### config.mk
export PLATFORM = sky130hd
export DESIGN_NAME = uart_rx_fifo
export DESIGN_NICKNAME = d
export VERILOG_FILES = /design/src/rtl/uart_pkg.sv /design/src/rtl/uart_rx_fifo_sync_fifo.sv /design/src/rtl/uart_rx_fifo.sv
export SDC_FILE = /design/constraint.sdc
export NUM_CORES = 1
export LEC_CHECK = 0
export BUFFER_PORTS_ARGS = -buffer_cell sky130_fd_sc_hd__buf_2
export CORE_MARGIN = 4
export CORE_UTILIZATION = 44
export DETAILED_ROUTE_END_ITERATION = 7
export GPL_TIMING_DRIVEN = 0
export PLACE_DENSITY_LB_ADDON = 0.08
export SKIP_CTS_REPAIR_TIMING = 1
export SLEW_MARGIN = 20
export SYNTH_ARGS = -nofsm -noshare
export SYNTH_HDL_FRONTEND = slang
export SYNTH_SLANG_ARGS = --single-unit
### constraint.sdc
create_clock -name clk_clk -period 2.4 [get_ports clk_clk]
set_clock_uncertainty 0.05 [all_clocks]
set_input_delay 0.12 -clock clk_clk [delete_from_list [all_inputs] [get_ports clk_clk]]
set_output_delay 0.12 -clock clk_clk [all_outputs]
set_load 0.02 [all_outputs]
### src/rtl/uart_pkg.sv
// Shared types and helpers for the UART receive path.
package uart_pkg;

  typedef enum logic [2:0] {
    IDLE  = 3'd0,
    START = 3'd1,
    DATA  = 3'd2,
    STOP  = 3'd3,
    BREAK = 3'd4
  } rx_state_t;

  localparam int unsigned SAMPLE_MID_LO = 7;
  localparam int unsigned SAMPLE_MID    = 8;
  localparam int unsigned SAMPLE_MID_HI = 9;

  // Clocks per oversample tick, rounded to nearest.
  function automatic int unsigned calc_div(input int unsigned clk_hz,
                                           input int unsigned baud,
                                           input int unsigned os);
    int unsigned step;
    step = baud * os;
    return (clk_hz + step / 2) / step;
  endfunction

endpackage

### src/rtl/uart_rx_fifo_sync_fifo.sv
// First-word fall-through FIFO with occupancy count and overrun pulse.
module sync_fifo #(
  parameter int unsigned WIDTH = 8,
  parameter int unsigned DEPTH = 16
) (
  input  logic                     clk,
  input  logic                     rst,
  input  logic                     push,
  input  logic [WIDTH-1:0]         push_data,
  input  logic                     pop_ready,
  output logic [WIDTH-1:0]         rd_data,
  output logic                     rd_valid,
  output logic [$clog2(DEPTH):0]   level,
  output logic                     overrun
);

  localparam int unsigned ADDR_W = $clog2(DEPTH);
  localparam int unsigned LVL_W  = ADDR_W + 1;

  logic [WIDTH-1:0]  mem [DEPTH];
  logic [ADDR_W-1:0] wr_ptr;
  logic [ADDR_W-1:0] rd_ptr;
  logic [LVL_W-1:0]  count;
  logic [LVL_W-1:0]  count_n;
  logic              pop_c;
  logic              full_c;
  logic              wr_en_c;
  logic              drop_c;

  // A pop in the same cycle frees the slot a full FIFO needs for the push.
  always_comb begin
    pop_c   = rd_valid && pop_ready;
    full_c  = (count == LVL_W'(DEPTH));
    wr_en_c = push && (!full_c || pop_c);
    drop_c  = push && full_c && !pop_c;
    count_n = count;
    if (wr_en_c && !pop_c)
      count_n = count + 1'b1;
    else if (!wr_en_c && pop_c)
      count_n = count - 1'b1;
  end

  always_ff @(posedge clk) begin
    if (wr_en_c)
      mem[wr_ptr] <= push_data;
  end

  always_ff @(posedge clk) begin
    if (rst) begin
      wr_ptr   <= '0;
      rd_ptr   <= '0;
      count    <= '0;
      rd_valid <= 1'b0;
      overrun  <= 1'b0;
    end else begin
      if (wr_en_c)
        wr_ptr <= wr_ptr + 1'b1;
      if (pop_c)
        rd_ptr <= rd_ptr + 1'b1;
      count    <= count_n;
      rd_valid <= (count_n != '0);
      overrun  <= drop_c;
    end
  end

  assign rd_data = rd_valid ? mem[rd_ptr] : '0;
  assign level   = count;

endmodule

### src/rtl/uart_rx_fifo.sv
// 8N1 UART receiver with 16x oversampling, majority vote and receive FIFO.
module uart_rx_fifo
  import uart_pkg::*;
#(
  parameter int unsigned CLK_HZ     = 50000000,
  parameter int unsigned BAUD       = 115200,
  parameter int unsigned OVERSAMPLE = 16,
  parameter int unsigned FIFO_DEPTH = 16
) (
  input  logic                          clk_clk,
  input  logic                          reset_reset,
  input  logic                          rs232_rx,
  output logic [7:0]                    rd_data,
  output logic                          rd_valid,
  input  logic                          rd_ready,
  output logic                          framing_err,
  output logic                          overrun_err,
  output logic [$clog2(FIFO_DEPTH):0]   fifo_level
);

  localparam int unsigned DIV    = calc_div(CLK_HZ, BAUD, OVERSAMPLE);
  localparam int unsigned TICK_W = (DIV > 1) ? $clog2(DIV) : 1;

  rx_state_t         state;
  rx_state_t         next_state;
  logic              rx_meta;
  logic              rx_s;
  logic [TICK_W-1:0] tick_cnt;
  logic [3:0]        sample_cnt;
  logic [2:0]        bit_idx;
  logic [7:0]        shift;
  logic              v_lo;
  logic              v_mid;
  logic              tick_c;
  logic              maj_c;
  logic              mid_hi_c;
  logic              wrap_c;
  logic              start_c;
  logic              push_c;
  logic              ferr_c;

  // Third vote is the live sample at the decision tick.
  always_comb begin
    tick_c   = (tick_cnt == TICK_W'(DIV - 1));
    maj_c    = (v_lo & v_mid) | (v_lo & rx_s) | (v_mid & rx_s);
    mid_hi_c = tick_c && (sample_cnt == 4'(SAMPLE_MID_HI));
    wrap_c   = tick_c && (sample_cnt == 4'd15);
  end

  always_ff @(posedge clk_clk) begin
    if (reset_reset)
      state <= IDLE;
    else
      state <= next_state;
  end

  always_comb begin
    next_state = state;
    start_c    = 1'b0;
    push_c     = 1'b0;
    ferr_c     = 1'b0;
    case (state)
      IDLE: begin
        if (!rx_s) begin
          next_state = START;
          start_c    = 1'b1;
        end
      end
      START: begin
        if (mid_hi_c && maj_c)
          next_state = IDLE;
        else if (wrap_c)
          next_state = DATA;
      end
      DATA: begin
        if (wrap_c && (bit_idx == 3'd7))
          next_state = STOP;
      end
      STOP: begin
        // Leave mid stop bit so a back-to-back start edge is not missed.
        if (mid_hi_c) begin
          if (maj_c) begin
            push_c     = 1'b1;
            next_state = IDLE;
          end else begin
            ferr_c     = 1'b1;
            next_state = BREAK;
          end
        end
      end
      BREAK: begin
        if (rx_s)
          next_state = IDLE;
      end
      default: next_state = IDLE;
    endcase
  end

  // Synchroniser, tick/sample timing and deserialiser datapath.
  always_ff @(posedge clk_clk) begin
    if (reset_reset) begin
      rx_meta     <= 1'b1;
      rx_s        <= 1'b1;
      tick_cnt    <= '0;
      sample_cnt  <= '0;
      bit_idx     <= '0;
      shift       <= '0;
      v_lo        <= 1'b1;
      v_mid       <= 1'b1;
      framing_err <= 1'b0;
    end else begin
      rx_meta <= rs232_rx;
      rx_s    <= rx_meta;
      if (start_c || tick_c)
        tick_cnt <= '0;
      else
        tick_cnt <= tick_cnt + 1'b1;
      if (start_c)
        sample_cnt <= '0;
      else if (tick_c)
        sample_cnt <= sample_cnt + 4'd1;
      if (tick_c && (sample_cnt == 4'(SAMPLE_MID_LO)))
        v_lo <= rx_s;
      if (tick_c && (sample_cnt == 4'(SAMPLE_MID)))
        v_mid <= rx_s;
      if ((state == DATA) && mid_hi_c)
        shift <= {maj_c, shift[7:1]};
      if (start_c)
        bit_idx <= '0;
      else if ((state == DATA) && wrap_c)
        bit_idx <= bit_idx + 3'd1;
      framing_err <= ferr_c;
    end
  end

  sync_fifo #(
    .WIDTH (8),
    .DEPTH (FIFO_DEPTH)
  ) u_fifo (
    .clk       (clk_clk),
    .rst       (reset_reset),
    .push      (push_c),
    .push_data (shift),
    .pop_ready (rd_ready),
    .rd_data   (rd_data),
    .rd_valid  (rd_valid),
    .level     (fifo_level),
    .overrun   (overrun_err)
  );

endmodule

==> results.md <==
- The flow ran to the end, but the final reports show violations.
- The checks that failed: setup timing.
- The DRC marker count from the first detailed-route iteration is 300.
- The tightest min-delay check is of the primary input to register type.
- The count of distinct cell types in the synthesized netlist is 50.
- The final hold violation count is 0.
- Counting every instance in the synthesized netlist gives 443.
- CTS saw 175 sinks.
- The final routed wire length divided by cell count is 20.1 µm.
- The global placer's final weighted congestion is 0.786.
- The buffer levels on the longest clock path is 2.
- The first global-routing pass estimated 22.3 mm of wire.
- The total power after layout is 7.30 mW.
- The overall global routing resource usage is 0.167.
- The signal on the critical path passes through buf_12 -> clkbuf_16 -> mux4_2 -> mux4_2 -> and2_4 -> buf_6.
- For the pin with the worst max-slew slack, the measured transition is 0.802 ns.
- In this run the tightest slew margin relative to its limit is 0.465.
- Setup repair after global routing could not meet its margin everywhere.
- The mean cell area of the mapped netlist is 16.0 µm².
- The fraction of the core area covered by cells at the end of the flow is 0.545.
- STA classifies the critical path endpoint as a primary output.
- The TritonCTS buffer count is 17.
- The number of nets handed over by synthesis was 462.
- The number of design rule violations left after detail routing is 0.
- The floorplan step defined a core boundary enclosing 15800 µm².
- The kind of launch point of the worst setup path is a register.
- The setup slack of the worst register-to-register path is 0.09 ns.
- The total of buffers placed on input and output ports is 19.
- The combined area of all synthesized cells is 7100 µm².
- The repair_antennas step left the layout with diodes totalling 0.
- The area growth from synthesis to layout is 21.6%.
- Of the synthesized area, sequential elements account for 0.674.
- The clock latency reported for the late side of the worst-skew pair is 0.42 ns.
- The area of placed instances is 7490 µm².
- TritonCTS built the clock tree.
- With fillers left out, the area of the finished cells amounts to 8630 µm².
- The arrival time at the worst endpoint is 2.38 ns.
- In the finished design, the share of the clock period the worst path needs comes to 1.06.
- The die covers 18200 µm².
- The via count of the first global-routing pass is 3916.
- The total power divided by cell area is 847 nW/µm².
- Setup slack on the critical path of the routed design comes to -0.148 ns.
- The most repeated library cell on the critical path is mux4_2.
- For the worst setup path, the data required time is 2.23 ns.
- From bottom edge to top edge, the die measures 135 µm.
- The clock transition at the registers of the reported paths is 0.07 ns.
- The detailed placer's ending HPWL is 9.14 mm.
- Yosys mapped a number of flops with a built-in enable equal to 128.
- The initialized floorplan defines 46 standard-cell rows.
- The analysis attributes to cell leakage a power of 2.92 nW.
- In the routed layout, each cell is associated on average with a via count of 5.39.
- The largest individual stage delay along the critical path comes from the cell mux4_2.
- The smallest clock period supported by the final layout is computed as 2.55 ns.
- The proportion of synthesized flip-flops having asynchronous set or reset is 0.
- The setup path with the least slack is of type register to primary output.
- The final setup violation count is 8.
- The initial antenna violation count is 0.
- On the worst path, the slowest cell contributes a delay of 0.54 ns.
- For this run, the leading register cell type out of synthesis is edfxtp_1.
- The aggregate routed wire length is 14.5 mm.
- For this run, the post-layout net count is 514.
- The top achievable clock speed is 0.392 GHz.
- The level count of the clock H-tree is 4.
- The worst hold slack after final layout is 0.141 ns.
- The count of nets left with antenna violations after detail routing is 0.
- For this design the top-level I/O count stands at 20.
- The maximum number of pins on one net before global-route repair is 19.
- The aggregate global routing overflow is 0.
- The pre-CTS setup slack is -0.623 ns.
- Across all layers, the routed design uses 3901 vias.
- Synthesis inferred 175 register bits.
- The number of maximum-capacitance constraint violations is 0.
- In this run the worst path has a maximum fanout of 7.
- In this run the horizontal extent of the chip is 135 µm.
- The initial utilization of the core area, before any placement, comes to 0.448.
- The number of max-slew violations in the final report came to 0.
- The worst supply voltage drop on vdd is 422 µV.
- The number of search-and-repair iterations in the first detailed-routing pass is 4.
- In the final layout, the share of cells above drive strength 1 is 0.309.
- The clock root buffer is clkbuf_16.
- The number of synthesis warnings is 0.
-- per-layer routing --
layer | vias up | global-route usage | share of wire
li1 | 1801 | - | -
met1 | 2030 | 0.224 | 0.45
met2 | 53 | 0.276 | 0.51
met3 | 17 | 0.0346 | 0.024
met4 | 0 | 0.0538 | 0.013
met5 | - | 0 | 0
-- kinds of logic (layout without fill, tap and decap cells) --
family	after synthesis	count (layout)	share of synthesized area
and+or+nand+nor	120	120	0.0808
xor gates and xnor gates	16	16	0.0197
DFF	175	175	0.674
adders and majority gates	16	16	0.0279
AOI/OAI and AO/OA	31	31	0.0310
muxes	51	51	0.143
buffers and inverters	34	99	0.0236
-- per-stage QoR --
| step | setup TNS [ns] | cells |
|---|---|---|
| 6_report | -1.08 | 724 |
| 5_1_grt | -1.77 | 724 |
| 4_1_cts | -72.64 | 710 |
| 3_5_place_dp | -67.99 | 678 |
| 3_3_place_gp | -66.45 | 678 |
| 2_1_floorplan | 0 | 443 |
-- area by class of cell --
| type | count | area, µm² |
|---|---|---|
| buffer | 21 | 193 |
| multi-input combinational | 234 | 2380 |
| sequential | 175 | 4790 |
| timing repair buffer | 33 | 343 |
| clock inverter | 9 | 67.6 |
| clock buffer | 23 | 532 |
| tap | 216 | 270 |
| inverter | 13 | 48.8 |
| fill | 1286 | 7200 |
-- path summary, 6_finish.rpt --
| check | to | depth (start not counted) | startpoint |
|---|---|---|---|
| setup / recovery | rd_data[5] | 6 | register |
| hold / removal | register | 4 | rd_ready |
| setup reg to reg | u_fifo.mem[1][0] | 10 | sample_cnt[1] |
| hold reg to reg | rx_s | 1 | rx_meta |
-- Yosys cell counts (2+ instances only) --
cell type,n,area share
mux2i_1,10,0.014
nand3_1,10,0.0071
a32oi_1,2,0.0025
and4_1,2,0.0025
dfxtp_1,47,0.13
nand2_1,22,0.012
buf_6,4,0.0063
edfxtp_1,128,0.54
inv_1,13,0.0069
mux4_2,40,0.13
xnor2_1,6,0.0074
ha_1,15,0.026
xor2_1,10,0.012
a21oi_1,12,0.0085
clkbuf_1,7,0.0037
and2_1,9,0.0079
and4b_1,2,0.0028
nor3_1,9,0.0063
or2_2,3,0.0026
nand2b_1,2,0.0018
and3_1,2,0.0018
buf_2,5,0.0035
buf_1,4,0.0021
o21a_1,2,0.0021
nor4_1,2,0.0018
nor2_1,48,0.025
nand4_1,4,0.0035
-- state kept, by name (all words and copies together), names as in the netlist, 4 cells and up, named ones only --
register,flops
u_fifo.level,5
sample_cnt,4
u_fifo.rd_ptr,4
shift,8
u_fifo.mem,128
u_fifo.wr_ptr,4
tick_cnt,5
-- critical path: cells and delay by family (launching register included) --
| family | cells | cell delay [ns] |
|---|---|---|
| muxes | 2 | 1.01 |
| buffers and inverters | 3 | 0.42 |
| DFF | 1 | 0.35 |
| and+or+nand+nor | 1 | 0.17 |
-- cells in the final DEF (no fill, tap or decap), types with 3 or more instances in the layout --
cell type     n
a21oi_1      12
and2_4        9
buf_12        8
buf_2        13
buf_4         4
buf_6        14
clkbuf_1      8
clkbuf_16    22
clkbuf_4      3
clkinvlp_4    3
dfxtp_1      44
dfxtp_2       3
edfxtp_1    128
ha_1         14
inv_1        12
mux2i_1      10
mux4_2       40
nand2_1      18
nand2_8       4
nand3_1      10
nand4_1       4
nor2_1       36
nor2_4       12
nor3_1        5
nor3_4        4
or2_2         3
xnor2_1       6
xor2_1       10
-- where the power goes --
part           switching, mW  total [mW]  leakage [nW]  internal [mW]
sequential            0.0951        3.37          1.57           3.27
clock                   1.14        2.72         0.288           1.57
combinational          0.571        1.22          1.06          0.652
No activity file was read; power rests on OpenSTA's default activity.
